**config.mk**
```make
export PLATFORM = sky130hd
export DESIGN_NAME = bin_to_bcd_seq_flat
export DESIGN_NICKNAME = d
export VERILOG_FILES = /design/src/rtl/bin_to_bcd_seq_pkg.sv /design/src/rtl/bin_to_bcd_seq_if.sv /design/src/rtl/bin_to_bcd_seq_digit_adj.sv /design/src/rtl/bin_to_bcd_seq.sv /design/src/flat_wrapper.sv
export SDC_FILE = /design/constraint.sdc
export NUM_CORES = 1
export LEC_CHECK = 0
export BUFFER_PORTS_ARGS = -buffer_cell sky130_fd_sc_hd__buf_4
export CAP_MARGIN = 10
export CORE_ASPECT_RATIO = 1.5
export CORE_UTILIZATION = 50
export DETAILED_ROUTE_END_ITERATION = 8
export PLACE_DENSITY = 0.74
export SLEW_MARGIN = 20
export SYNTH_ARGS = -nofsm -noshare
export SYNTH_HDL_FRONTEND = slang
export SYNTH_SLANG_ARGS = --single-unit
```
**constraint.sdc**
```tcl
create_clock -name clk -period 1.9 [get_ports clk]
set_input_delay 0.19 -clock clk [delete_from_list [all_inputs] [get_ports clk]]
set_output_delay 0.19 -clock clk [all_outputs]
set_load 0.02 [all_outputs]
```
**src/rtl/bin_to_bcd_seq_pkg.sv**
```systemverilog
// Shared types and helpers for the sequential binary-to-BCD converter.
package bcd_pkg;

  typedef enum logic {IDLE, SHIFT} bcd_state_t;

  localparam int BCD_NIBBLE_W = 4;

  // Largest value representable with n_digits decimal digits (10**n - 1).
  function automatic int max_val(input int n_digits);
    int r;
    r = 1;
    for (int i = 0; i < n_digits; i++) r = r * 10;
    return r - 1;
  endfunction

endpackage

```
**src/rtl/bin_to_bcd_seq_if.sv**
```systemverilog
// Start/busy/done handshake and result bus between a requester and the converter.
interface bin_to_bcd_seq_if
  import bcd_pkg::*;
#(
  parameter int N_BITS   = 14,
  parameter int N_DIGITS = 4
);
  logic                             start;
  logic [N_BITS-1:0]                bin_in;
  logic                             busy;
  logic                             done;
  logic [BCD_NIBBLE_W*N_DIGITS-1:0] bcd_out;
  logic                             overflow;

  modport master (output start, bin_in, input busy, done, bcd_out, overflow);
  modport slave  (input start, bin_in, output busy, done, bcd_out, overflow);
endinterface

```
**src/rtl/bin_to_bcd_seq_digit_adj.sv**
```systemverilog
// Single-digit add-3 adjust used before each shift of the double-dabble loop.
module bcd_digit_adj (
  input  logic [3:0] din,
  output logic [3:0] dout
);
  // A digit of 5..9 would exceed 9 after doubling, so pre-add 3 (result <= 12 fits the nibble).
  always_comb begin
    dout = (din >= 4'd5) ? din + 4'd3 : din;
  end
endmodule

```
**src/rtl/bin_to_bcd_seq.sv**
```systemverilog
// Iterative shift-add-3 binary-to-BCD converter, one input bit per clock.
// Values above the decimal range saturate to all-nines with overflow set.
module bin_to_bcd_seq
  import bcd_pkg::*;
#(
  parameter int N_BITS   = 14,
  parameter int N_DIGITS = 4
) (
  input  logic             clk,
  input  logic             reset,
  bin_to_bcd_seq_if.slave  bus
);
  localparam int SCR_W   = BCD_NIBBLE_W * N_DIGITS;
  localparam int CNT_W   = $clog2(N_BITS + 1);
  localparam int MAX_VAL = max_val(N_DIGITS);
  localparam int IN_MAX  = (1 << N_BITS) - 1;
  // When the input cannot exceed the decimal range, clamp the threshold so it never trips.
  localparam logic [N_BITS:0]  MAX_CMP  = (N_BITS + 1)'((MAX_VAL > IN_MAX) ? IN_MAX : MAX_VAL);
  localparam logic [CNT_W-1:0] LAST_CNT = CNT_W'(N_BITS - 1);
  localparam logic [SCR_W-1:0] SAT_BCD  = {N_DIGITS{4'h9}};

  // Saturation is always present, so any input width is safe; only reject degenerate sizes.
  if (N_BITS < 1 || N_BITS > 30 || N_DIGITS < 1) begin : g_bad_cfg
    $error("bin_to_bcd_seq: unsupported N_BITS/N_DIGITS");
  end

  bcd_state_t          state_q, state_d;
  logic [N_BITS-1:0]   shreg_q, shreg_d;
  logic [SCR_W-1:0]    scr_q, scr_d;
  logic [CNT_W-1:0]    cnt_q, cnt_d;
  logic                ovf_pend_q, ovf_pend_d;
  logic                busy_q, busy_d;
  logic                done_q, done_d;
  logic [SCR_W-1:0]    bcd_q, bcd_d;
  logic                ovf_q, ovf_d;

  logic [SCR_W-1:0]    adj;
  logic [SCR_W-1:0]    scr_sh;
  logic [N_BITS-1:0]   shreg_sh;

  for (genvar g = 0; g < N_DIGITS; g++) begin : g_adj
    bcd_digit_adj u_adj (
      .din  (scr_q[g*BCD_NIBBLE_W +: BCD_NIBBLE_W]),
      .dout (adj[g*BCD_NIBBLE_W +: BCD_NIBBLE_W])
    );
  end

  // Adjusted scratch and binary shift register move left together by one bit.
  always_comb begin
    scr_sh   = {adj[SCR_W-2:0], shreg_q[N_BITS-1]};
    shreg_sh = {shreg_q[N_BITS-2:0], 1'b0};
  end

  // Next-state logic: capture on start in IDLE, shift N_BITS times, then publish the result.
  always_comb begin
    state_d    = state_q;
    shreg_d    = shreg_q;
    scr_d      = scr_q;
    cnt_d      = cnt_q;
    ovf_pend_d = ovf_pend_q;
    done_d     = 1'b0;
    bcd_d      = bcd_q;
    ovf_d      = ovf_q;
    case (state_q)
      IDLE: begin
        if (bus.start) begin
          shreg_d    = bus.bin_in;
          scr_d      = '0;
          cnt_d      = '0;
          ovf_pend_d = ({1'b0, bus.bin_in} > MAX_CMP);
          state_d    = SHIFT;
        end
      end
      SHIFT: begin
        shreg_d    = shreg_sh;
        scr_d      = scr_sh;
        cnt_d      = cnt_q + 1'b1;
        // A digit carried out of the top nibble also means the value did not fit.
        ovf_pend_d = ovf_pend_q | adj[SCR_W-1];
        if (cnt_q == LAST_CNT) begin
          state_d = IDLE;
          done_d  = 1'b1;
          bcd_d   = ovf_pend_d ? SAT_BCD : scr_sh;
          ovf_d   = ovf_pend_d;
        end
      end
      default: state_d = IDLE;
    endcase
    busy_d = (state_d == SHIFT);
  end

  // All state and registered outputs; reset abandons any conversion in flight.
  always_ff @(posedge clk or posedge reset) begin
    if (reset) begin
      state_q    <= IDLE;
      shreg_q    <= '0;
      scr_q      <= '0;
      cnt_q      <= '0;
      ovf_pend_q <= 1'b0;
      busy_q     <= 1'b0;
      done_q     <= 1'b0;
      bcd_q      <= '0;
      ovf_q      <= 1'b0;
    end else begin
      state_q    <= state_d;
      shreg_q    <= shreg_d;
      scr_q      <= scr_d;
      cnt_q      <= cnt_d;
      ovf_pend_q <= ovf_pend_d;
      busy_q     <= busy_d;
      done_q     <= done_d;
      bcd_q      <= bcd_d;
      ovf_q      <= ovf_d;
    end
  end

  assign bus.busy     = busy_q;
  assign bus.done     = done_q;
  assign bus.bcd_out  = bcd_q;
  assign bus.overflow = ovf_q;

endmodule
```
**src/flat_wrapper.sv**
```systemverilog
// flat-port wrapper written by rule: the top's interface ports become plain ports
module bin_to_bcd_seq_flat import bcd_pkg::*;
#(
  parameter int N_BITS   = 14,
  parameter int N_DIGITS = 4
)
  (clk, reset, bus_start, bus_bin_in, bus_busy, bus_done, bus_bcd_out, bus_overflow);
  bin_to_bcd_seq_if #(.N_BITS(N_BITS), .N_DIGITS(N_DIGITS)) bus_i ();
  input  logic clk;
  input  logic reset;
  input wire logic [$bits(bus_i.start)-1:0] bus_start;
  input wire logic [$bits(bus_i.bin_in)-1:0] bus_bin_in;
  output wire logic [$bits(bus_i.busy)-1:0] bus_busy;
  output wire logic [$bits(bus_i.done)-1:0] bus_done;
  output wire logic [$bits(bus_i.bcd_out)-1:0] bus_bcd_out;
  output wire logic [$bits(bus_i.overflow)-1:0] bus_overflow;
  assign bus_i.start = bus_start;
  assign bus_i.bin_in = bus_bin_in;
  assign bus_busy = bus_i.busy;
  assign bus_done = bus_i.done;
  assign bus_bcd_out = bus_i.bcd_out;
  assign bus_overflow = bus_i.overflow;
  bin_to_bcd_seq #(.N_BITS(N_BITS), .N_DIGITS(N_DIGITS)) u_core (.clk(clk), .reset(reset), .bus(bus_i));
endmodule
```
**Word level (Yosys, flattened, before mapping)**

Cells that the tools add are included.

- RAM bits: 0
- Memories: 0
- Input port bits: 17
- ROM bits: 0
- Output and inout bits: 19
- Register bits after elaboration: 54
- Latch bits: 0

- Reductions and logical operators: 1
- Shift operators: 0
- Div/mod/pow operators: 0
- Add/subtract/negate cells: 5
- Bitwise logic cells: 2
- Muxes and demuxes: 18
- Eq/ne operators: 2
- Multiply operators: 0
- Order comparisons: 5

Operators with widths:

| kind | count |
|---|---|
| $mux 16 | 2 |
| $pmux 16 s2 | 1 |
| $pmux 14 s2 | 1 |
| $mux 4 | 5 |
| $add 4x2->4 const B | 4 |
| $ge 4x3->1 const B | 4 |
| $gt 14x14->1 const B | 1 |
| $mux 14 | 1 |
| $pmux 4 s2 | 1 |
| $mux 1 | 5 |
| $add 4x1->4 const B | 1 |
| $eq 4x4->1 const B | 1 |
| $pmux 1 s2 | 2 |
| $ne 2x2->1 const B | 1 |
| $reduce_and 2->1 | 1 |
| $not 1->1 | 1 |
| $or 1x1->1 | 1 |

**Longest topological paths before layout**

Gate-level depths: netlist of run 1.

- Depth after elaboration: 4
- Gate-level depth with buffers: 7
- Mapped depth without buffers: 6

**Hierarchy**

Synthesis of run 1 repeated with hierarchy kept, for this count alone.

- Cells, all modules: 261
- Area total of the unflattened synthesis: 2610.0 um^2

By module, submodules not included:

| module | area each (um^2) | cells each | instances |
|---|---|---|---|
| bin_to_bcd_seq | 2204.6 | 197 | 1 |
| bcd_digit_adj | 101.3 | 16 | 4 |

**Worst setup path before layout of run 1**

OpenSTA, ideal clock, no wires.

- Path type: register -> register
- Start point: reg u_core.scr_q[12]
- End point: reg u_core.bcd_q[11], in the netlist u_core.bus.bcd_out[11]
- Stages on the path, launching flop included: 7
- Data required time: 1774 ps
- Buffers on the path: 1
- Period minus slack after synthesis: 1796 ps
- Library setup time: 126 ps
- Arrival: 1669 ps
- Setup slack: 104 ps
- Cell sequence: dfrtp_1 > ha_1 > nand2b_1 > nor3b_2 > a2111oi_4 > buf_6 > a31oi_1

- Cells in the longest elaborated chain, start to end: 4
- Elaborated cells on any way between the ends: 5

RTL lines:

| element | RTL line | RTL |
|---|---|---|
| start, declared | bin_to_bcd_seq.sv:29 | `logic [SCR_W-1:0] scr_q, scr_d;` |
| start signal, assigned | bin_to_bcd_seq.sv:107 | `scr_q <= scr_d;` |
| $add 4x2->4 / $ge 4x3->1 (equally long branches) | bin_to_bcd_seq_digit_adj.sv:8 | `dout = (din >= 4'd5) ? din + 4'd3 : din;` |
| $mux 4 (*) | bin_to_bcd_seq_digit_adj.sv:8 |  |
| $or 1x1->1 (*) | bin_to_bcd_seq.sv:79 | `ovf_pend_d = ovf_pend_q \| adj[SCR_W-1];` |
| $mux 16 (*) | bin_to_bcd_seq.sv:83 | `bcd_d = ovf_pend_d ? SAT_BCD : scr_sh;` |
| end signal, assigned | bin_to_bcd_seq.sv:102 | `bcd_q <= '0;` |
| end signal, assigned | bin_to_bcd_seq.sv:112 | `bcd_q <= bcd_d;` |
| end, declared | bin_to_bcd_seq.sv:34 | `logic [SCR_W-1:0] bcd_q, bcd_d;` |

Every way passes the cells marked *; elsewhere a longest branch is shown, timed or not.
A chain may end at the register's enable or synchronous reset.

**Worst setup path after layout of run 1**

Ends and elaborated chain as after synthesis.

==> flow_metrics.tcl, run 1 <==
set metrics [dict create \
    required_ns 2.09 \
    power_mw 4.815 \
    synthTopCellsByCount "dfrtp_1, mux2i_1, nand2_1" \
    finalWirelength_mm 4.858 \
    seq_power_share_pct 41.6 \
    antennaDiodeCount 0 \
    setup_viol 0 \
    rows 32 \
    synth_xor_area_share_pct 1.326 \
    core_area_mm2 0.005125 \
    hold_start "bus_bin_in[0]" \
    routabilityCongestion 0.8106 \
    drt-wirelength-per-cell_um 13.65 \
    clock.fmax_mhz 565.0 \
    slew_headroom_pct 62.94 \
    io_buffers 35 \
    slew_viol_final 0 \
    start_util_pct 51.56 \
    skew_ns 0.003666 \
    setup_tns_ns 0 \
    end_kind "register" \
    critical_path_class "reg -> reg" \
    areaGrowthSynthToFinish_pct 17.00 \
    synth_area_leader_cell "dfrtp_1" \
    numCtsBuffers 5 \
    synth_fp_nets 276 \
    cts_buffer_depth 2 \
    cpPeakStageDelay_ns 0.46 \
    tightest_slew_ns 0.5538 \
    nets 314 \
    fin_crit_ns 1.770 \
    worst-path-buf-inv 1 \
    dr.pass1.iters 4 \
    grt_max_degree 39 \
    routed_via_density 5.323 \
    die_height_um 91.04 \
    cts_sinks 54 \
    syn_inst 249 \
    worstPathCellList "ha_1 -> nand2b_1 -> nor3b_2 -> a2111oi_4 -> buf_12 -> a31oi_1" \
    synth_area_per_cell_um2 10.61 \
    root_buffer "clkbuf_8" \
    netlist.area_leader.share_pct 51.14 \
    synthTopCellsByArea "dfrtp_1, mux2i_1, ha_1" \
    crit_arrival_ns 1.96 \
    clock_power_share_pct 12.5 \
    num_vias 1895 \
    hold_path_class "in -> reg" \
    final_cells 356 \
    synth_fa_ha_area_share_pct 4.735 \
    synth.mux.area_fraction_pct 8.759 \
    clk_pin_slew_worst_paths_ns 0.09 \
    drc 0 \
    die_area_mm2 0.005586 \
    yosys_warnings 0 \
    antenna_found_initial 0 \
    start_kind "register" \
    cp_max_fo 17 \
    dp_cells 347 \
    power_density_mw_per_mm2 1557 \
    track_usage_pct 19.82 \
    r2r-start "u_core.scr_q[12]" \
    grt-ovfl-total 0 \
    synth_compound_area_share_pct 17.52 \
    synth-simple-area-share_pct 12.74 \
    ys_seq_area_share_pct 51.14 \
    hold_depth 3 \
    hold_violations 0 \
    detail-route-antenna-nets 0 \
    synthFlopType "dfrtp_1" \
    synth_top_family_by_area "compound AO/OA/AOI/OAI gates" \
    r2r_cells 6 \
    grt_pass1_vias 1926 \
    slowest_stage "dfrtp_1" \
    cts_resized 0 \
    whs_ns 0.1664 \
    yosys_register_bits 54 \
    synth_most_common_cell "dfrtp_1" \
    r2r-end "u_core.bus.bcd_out[11]" \
    ir_worst_vdd_v 0.0007333 \
    die_x_um 61.36 \
    ioPinCount 36 \
    maxCapViolations 0 \
    htreeDepth 2 \
    synth_edf_count 0 \
    cts_tree "done" \
    async_flop_share_pct 100.0 \
    synth_area_mm2 0.002643 \
    fin_crit_sh_pct 93.16 \
    dp_hpwl_mm 3.463 \
    r2r_slack_ns 0.13 \
    grt_pass1_wl_mm 8.452 \
    p_sw_share_pct 39.10 \
    rsz0062_at_grt "no" \
    p_switching_mw 1.883 \
    status "completed" \
    synthDistinctLibCells 34 \
    comb_power_share_pct 45.8 \
    insertion_delay_ns 0.30 \
    power_leakage_nw 1.496 \
    path_delay_family "flip-flops" \
    layout-drive-gt1-share_pct 18.75 \
    internal_power_mw 2.933 \
    whs_endpoint "u_core.shreg_q[0]" \
    drt_first_iter_violations 65 \
]
flip-flops by register name, summed over array words and instances, names as in the netlist:
| register | cells |
|---|---|
| u_core.bus.bcd_out | 16 |
| u_core.bus.done | 1 |
| u_core.bus.overflow | 1 |
| u_core.cnt_q | 4 |
| u_core.ovf_pend_q | 1 |
| u_core.scr_q | 16 |
| u_core.shreg_q | 14 |
| u_core.state_q | 1 |
repair_timing:
item / in CTS / in global routing
hold buffers: 1 / 0
buffers inserted: 0 / 0
endpoints found under the hold margin: 21 / 0
cells in the final DEF (no fill, tap or decap), types with 2 or more instances in the layout:
cell type	netlist	routed
clkbuf_8	0	5
clkbuf_1	5	3
nand2b_1	7	7
a22o_1	9	9
a21oi_1	15	15
buf_4	0	41
inv_1	12	11
o31ai_1	2	2
a32o_1	3	3
nor2b_1	2	2
nand3_1	2	2
dfrtp_1	54	53
nand2_1	21	21
a21o_1	12	12
nor3_1	4	4
nor3b_1	7	7
xnor2_1	4	4
o21ai_0	19	19
nor2_1	18	18
ha_1	10	10
a31oi_1	3	3
mux2i_1	22	22
area by class of cell:
type | instances | area (µm²)
fillers | 476 | 2033
flip-flops and latches | 54 | 1353
multi-input cells | 171 | 1191
repair buffers | 43 | 337.8
well taps | 68 | 85.08
clock buffers | 8 | 80.08
inverters | 12 | 45.04
per-stage QoR:
| stage | setup slack, ns | utilization, % | instance area (µm²) |
|---|---|---|---|
| after global routing | 0.03172 | 60.33 | 3092 |
| after CTS | 0.1137 | 60.33 | 3092 |
| final | 0.1300 | 60.33 | 3092 |
| after detailed placement | 0.1269 | 58.57 | 3002 |
| after global placement | 0.1787 | 58.57 | 3002 |
| after floorplan | 0.1043 | - | 2643 |
worst min-delay path, stage by stage:
cell     delay [ns]
buf_4          0.08
mux2i_1        0.05
nor2_1         0.10
power groups by stage:
stage	sequential (mW)	clock [mW]	combinational, mW
global placement	2.01	0	2.16
global route	2.08	0.658	2.50
finish	2.01	0.603	2.21
floorplan	2.12	0	1.50
CTS	2.01	0.625	2.24
detailed placement	2.03	0	2.23
worst max path at each step:
stage	start	endpoint	depth (start not counted)
final	u_core.scr_q[12]	u_core.bus.bcd_out[11]	6
after CTS	u_core.scr_q[12]	u_core.bus.bcd_out[11]	6
after global placement	u_core.scr_q[12]	u_core.bus.bcd_out[3]	6
after global routing	u_core.scr_q[13]	u_core.bus.bcd_out[14]	7
after detailed placement	u_core.scr_q[13]	u_core.bus.bcd_out[11]	7
after floorplan	u_core.scr_q[12]	u_core.bus.bcd_out[11]	6
kinds of logic after synthesis:
| group | Yosys count |
|---|---|
| DFF | 54 |
| xor gates and xnor gates | 4 |
| buffers and inverters | 24 |
| and+or+nand+nor | 67 |
| AOI/OAI and AO/OA | 67 |
| muxes | 23 |
| adders and majority gates | 10 |
routing by layer:
| metal | vias to the layer above | global-route usage [%] | part of all wire, % |
|---|---|---|---|
| met5 | - | 0 | 0 |
| met4 | 0 | 6.852 | 1.6 |
| met3 | 6 | 3.419 | 2.6 |
| met2 | 32 | 32.97 | 53 |
| met1 | 910 | 25.31 | 43 |
| li1 | 947 | - | - |
Power figures use the tool's default switching activity.
==> inputs of run 2 (changes only) <==
Settings changed: ABC_AREA set to 1, TNS_END_PERCENT set to 5.
==> run 2 against run 1 <==
Hold slack worse by 0.083 ns. Final cell count up 23%. First-iteration DRC count down 1.5%. Critical endpoint is now u_core.bus.bcd_out[13]. Critical path depth up 4. Die area up 0.55%. Largest cell class unchanged. Sequential power about the same. Routed wire length up 8.2%. Combinational power up 14%. Sequential cell count unchanged.
==> flow_metrics.tcl, run 2 <==
set metrics [dict create \
    status "completed" \
    grt_max_degree 32 \
    power_density_mw_per_mm2 1694 \
    io_buffers 35 \
    power_leakage_nw 1.676 \
    dr.pass1.iters 4 \
    dp_hpwl_mm 4.024 \
    routed_via_density 5.201 \
    layout-drive-gt1-share_pct 16.26 \
    n_fill_cell 480 \
    critical_path_class "reg -> reg" \
    hold_path_class "in -> reg" \
    rows 32 \
    synth.mux.area_fraction_pct 0 \
    ir_worst_vdd_v 0.0006526 \
    setup_tns_ns 0 \
    antennaDiodeCount 0 \
    synth_fa_ha_area_share_pct 4.708 \
    synth_area_mm2 0.002658 \
    cts_buffer_depth 2 \
    fin_crit_ns 1.603 \
    yosys_warnings 0 \
    layout_common_cells "nand2_1, dfrtp_1, buf_4" \
    cts_sinks 54 \
    nets 395 \
    syn_inst 327 \
    multi_input_area_mm2 0.001109 \
    synthTopCellsByArea "dfrtp_1, nand2_1, nand3_1" \
    synthDistinctLibCells 24 \
    start_util_pct 51.86 \
    ioPinCount 36 \
    drt-wirelength-per-cell_um 12.03 \
    antenna_found_initial 0 \
    yosys_register_bits 54 \
    areaGrowthSynthToFinish_pct 18.17 \
    numCtsBuffers 5 \
    maxCapViolations 0 \
    netlist.area_leader.share_pct 50.85 \
    final_common_cell "nand2_1" \
    slew_headroom_pct 65.94 \
    detail-route-antenna-nets 0 \
    drc 0 \
    die_area_mm2 0.005617 \
    required_ns 2.14 \
    insertion_delay_ns 0.31 \
    cts_tree "done" \
    ys_seq_area_share_pct 50.85 \
    htreeDepth 2 \
    num_vias 2273 \
    die_x_um 61.53 \
    rsz0062_at_grt "no" \
    setup_viol 0 \
    synth_xor_area_share_pct 0 \
    cp_max_fo 9 \
    synth-simple-area-share_pct 27.45 \
    drt_first_iter_violations 64 \
    track_usage_pct 21.68 \
    slowest_stage "dfrtp_1" \
    cpPeakStageDelay_ns 0.43 \
    grt_pass1_wl_mm 9.225 \
    crit_arrival_ns 1.85 \
    hold_violations 0 \
    async_flop_share_pct 100.0 \
    grt_pass1_vias 2143 \
    synth_most_common_cell "nand2_1" \
    fin_crit_sh_pct 84.39 \
    clock.fmax_mhz 623.7 \
    die_height_um 91.29 \
    skew_ns 0.01268 \
    post-route-util_pct 61.28 \
    start_kind "register" \
    root_buffer "clkbuf_8" \
    grt-ovfl-total 0 \
    synth_area_leader_cell "dfrtp_1" \
    cts_setup_buffers 0 \
    crit_top_cell "nand2_1" \
    end_kind "register" \
    worstPathCellList "inv_1 -> ha_1 -> inv_1 -> nand2_1 -> nand2_1 -> nand2_1 -> nor2_1 -> nor2_2 -> nand3_1 -> nand2_1" \
    synth_edf_count 0 \
    synth_area_per_cell_um2 8.127 \
    routabilityCongestion 0.7946 \
    synthFlopType "dfrtp_1" \
    synth_top_family_by_area "simple AND/OR/NAND/NOR gates" \
    finalWirelength_mm 5.256 \
    synth_compound_area_share_pct 9.557 \
    tightest_slew_ns 0.5101 \
    slew_viol_final 0 \
    core_area_mm2 0.005125 \
    synth_fp_nets 354 \
    clk_pin_slew_worst_paths_ns 0.10 \
    power_mw 5.320 \
    synthTopCellsByCount "nand2_1, dfrtp_1, nand3_1" \
    seq_area_mm2 0.001351 \
    whs_ns 0.08307 \
]
[run 2: cell types whose count changed after synthesis, moves of 8 or more]
cell	before	now
nor2_1	18	6
o22ai_1	0	9
nand2_1	21	123
a21o_1	12	0
a22o_1	9	1
a21oi_1	15	2
inv_1	12	34
mux2i_1	22	0
nand3_1	2	37
[run 2: through the flow]
step / worst slack [ns] / cell area [µm²] / std cells
after floorplan: 0.3954 / 2658 / 327
after global placement: 0.3821 / 3014 / 428
after detailed placement: 0.3301 / 3014 / 428
after CTS: 0.2885 / 3141 / 437
after global routing: 0.07906 / 3141 / 437
final: 0.2965 / 3141 / 437
[run 2: metal layers]
metal	share of wire (%)	wire length, µm	global-route usage, %	vias to the layer above
li1	-	-	-	1140
met1	41	2137	24.93	1060
met2	52	2753	38.08	65
met3	4.8	251	4.131	8
met4	2.2	114	7.778	0
met5	0	0	0	-
[run 2: final cells by class]
type                    instances  share of cell area (%)
inverters                      39                   4.741
clock inverters                 3                   1.514
flip-flops and latches         54                   43.03
repair buffers                 42                   10.52
clock buffers                   5                   2.191
well taps                      68                   2.709
multi-input cells             226                   35.30
[run 2: where the power goes]
| part | switching (mW) | internal [mW] |
|---|---|---|
| registers | 0.350 | 1.66 |
| logic | 1.58 | 0.949 |
| clock network | 0.383 | 0.400 |
| total | 2.31 | 3.01 |
[run 2: cells by family after synthesis]
family	after synthesis
adders and majority gates	10
AOI/OAI and AO/OA	43
buffers and inverters	47
DFF	54
and+or+nand+nor	173
[run 2: worst paths after layout]
| check | endpoint | depth (start not counted) | slack, ns | from |
|---|---|---|---|---|
| setup / recovery | u_core.bus.bcd_out[13] | 10 | 0.30 | u_core.scr_q[12] |
| hold / removal | u_core.shreg_q[3] | 3 | 0.08 | bus_bin_in[3] |
| setup reg to reg | u_core.bus.bcd_out[13] | 10 | 0.30 | u_core.scr_q[12] |
| hold reg to reg | u_core.bus.bcd_out[11] | 2 | 0.49 | u_core.bus.bcd_out[11] |
| max in group asynchronous | u_core.scr_q[14] | 4 | 0.89 | reset |
| min in group asynchronous | u_core.scr_q[6] | 3 | 0.47 | reset |
[run 2: critical path: cells and delay by family, from the launching register on]
family | cells | cell delay (ns)
flip-flops | 1 | 0.43
adder cells (fa/ha/maj) | 1 | 0.16
buffers and inverters | 2 | 0.15
AND/OR/NAND/NOR | 7 | 0.80
[run 2: repair_timing]
item                      in CTS  in global routing
gates resized for setup        0                  0
hold buffers                   1                  0
hold endpoints to repair      23                  0
==> inputs of run 3 (changes only) <==
Settings changed: ABC_AREA 1 to 0, PLACE_DENSITY 0.74 to 0.71.
Clock period 1.9 ns to 1.6 ns, I/O delays scaled along.
==> run 3 against run 2 <==
First-iteration DRC count grew 52%. Highest routed layer unchanged. Critical path type unchanged. Critical path depth shrank 3. Largest power group unchanged. Hold slack gained 0.026 ns. Largest cell class unchanged. Die area shrank 0.55%. Clock skew shrank 0.0044 ns. Count of clock-buffer cells in the layout grew 1. The flow now finishes with violations (setup timing).
==> flow_metrics.tcl, run 3 (synthesis results as in run 1) <==
set metrics [dict create \
    antenna_found_initial 0 \
    grt_pass1_vias 2034 \
    maxCapViolations 0 \
    dp_hpwl_mm 3.817 \
    cts_buffer_depth 2 \
    grt_pass1_wl_mm 9.114 \
    track_usage_pct 21.71 \
    areaGrowthSynthToFinish_pct 23.44 \
    setup_tns_ns -0.03508 \
    detail-route-antenna-nets 0 \
    dr_wl_met3_um 162 \
    cts_tree "done" \
    ir_worst_vdd_v 0.0009485 \
    post-route-util_pct 63.65 \
    cts_sinks 54 \
    num_vias 2016 \
    start_kind "register" \
    worstPathCellList "inv_1 -> ha_4 -> nand2b_4 -> nor3b_4 -> a2111oi_4 -> buf_12 -> a31oi_1" \
    final_cells 368 \
    htreeDepth 2 \
    power_leakage_nw 1.573 \
    layout-drive-gt1-share_pct 25.33 \
    rsz0062_at_grt "yes" \
    layout_common_cells "dfrtp_1, buf_4, mux2i_1, nand2_1, o21ai_0" \
    status "complete, but fails checks" \
    required_ns 1.79 \
    die_x_um 61.36 \
    setup_ws_ns -0.01509 \
    n_fill_cell 456 \
    dp_slack_ns -0.01378 \
    grt_max_degree 29 \
    routed_via_density 5.478 \
    final_cell_area_mm2 0.003262 \
    drt-wirelength-per-cell_um 14.27 \
    cp_max_fo 17 \
    drt-met1-wl_mm 2.115 \
    drc 0 \
    drt_first_iter_violations 97 \
    power_density_mw_per_mm2 1887 \
    io_buffers 35 \
    die_area_mm2 0.005586 \
    power_mw 6.157 \
    crit_arrival_ns 1.81 \
    slew_headroom_pct 67.98 \
    tightest_slew_ns 0.4796 \
    end_kind "register" \
    insertion_delay_ns 0.31 \
    r2r_slack_ns -0.02 \
    final_common_cell "dfrtp_1" \
    routabilityCongestion 0.7716 \
    top_layer "met4" \
    dr_wl_met2_mm 2.829 \
    finalWirelength_mm 5.251 \
    setup_viol 4 \
    fin_crit_sh_pct 100.9 \
    fin_crit_ns 1.615 \
    core_area_mm2 0.005125 \
    slew_viol_final 0 \
    rows 32 \
    die_height_um 91.04 \
    post_dp_cell_area_mm2 0.003136 \
    nets 326 \
    cts_setup_buffers 0 \
    hold_path_class "in -> reg" \
    cpPeakStageDelay_ns 0.41 \
    path_delay_family "compound AO/OA/AOI/OAI gates" \
    clock.fmax_mhz 619.2 \
    clk_pin_slew_worst_paths_ns 0.09 \
    worst-path-buf-inv 2 \
    dp_cells 359 \
    grt-ovfl-total 0 \
    numCtsBuffers 5 \
    hold_violations 0 \
    start_util_pct 51.56 \
    ioPinCount 36 \
    violations "setup timing" \
    antennaDiodeCount 0 \
    root_buffer "clkbuf_8" \
    slowest_stage "dfrtp_1" \
    dr.pass1.iters 4 \
    skew_ns 0.008242 \
    whs_ns 0.1094 \
    critical_path_class "reg -> reg" \
]
run 3: changes by cell type in the layout (fill, tap and decap cells not counted), sizes merged, moves of 13 or more:
cell	delta
mux2i	+22
nand2	-102
buf	+13
inv	-28
nand3	-36
run 3: timing repair:
item	4_1_cts	5_1_grt
resized for setup	3	1
endpoints found under the hold margin	18	0
endpoints found under the setup margin	18	19
pin swaps	0	2
hold buffers	1	0
run 3: report_power, final:
| part | switching, mW | total (mW) | internal [mW] |
|---|---|---|---|
| logic | 1.49 | 2.97 | 1.48 |
| clock network | 0.443 | 0.791 | 0.349 |
| registers | 0.476 | 2.39 | 1.92 |
run 3: area by class of cell:
type                            count  area, µm²  share of cell area [%]
Clock buffer                        6      82.58                   2.532
Clock inverter                      2      12.51                  0.3836
Inverter                           12      45.04                   1.381
Multi-Input combinational cell    171       1231                   37.74
Sequential cell                    54       1353                   41.47
Tap cell                           68      85.08                   2.608
Timing Repair Buffer               55      452.9                   13.89
run 3: path summary, 6_finish.rpt:
path,from,to,depth (start not counted)
max,u_core.scr_q[12],u_core.bus.bcd_out[11],7
min,bus_bin_in[0],u_core.shreg_q[0],3
max reg2reg,u_core.scr_q[12],u_core.bus.bcd_out[11],7
min reg2reg,u_core.shreg_q[4],u_core.shreg_q[5],2
max in group asynchronous,reset,u_core.state_q,4
min in group asynchronous,reset,u_core.scr_q[14],3
run 3: layer usage:
layer	GRT usage, %	vias up
met1	25.19	992
li1	-	978
met5	0	-
met2	37.32	36
met4	9.259	0
met3	4.274	10
run 3: worst reg2reg max path, delay by kind of cell, from the launching register on:
family | cells | cell delay (ns)
compound gates | 2 | 0.42
fa+ha+maj | 1 | 0.16
buf+inv | 2 | 0.31
flops | 1 | 0.41
simple gates | 2 | 0.20
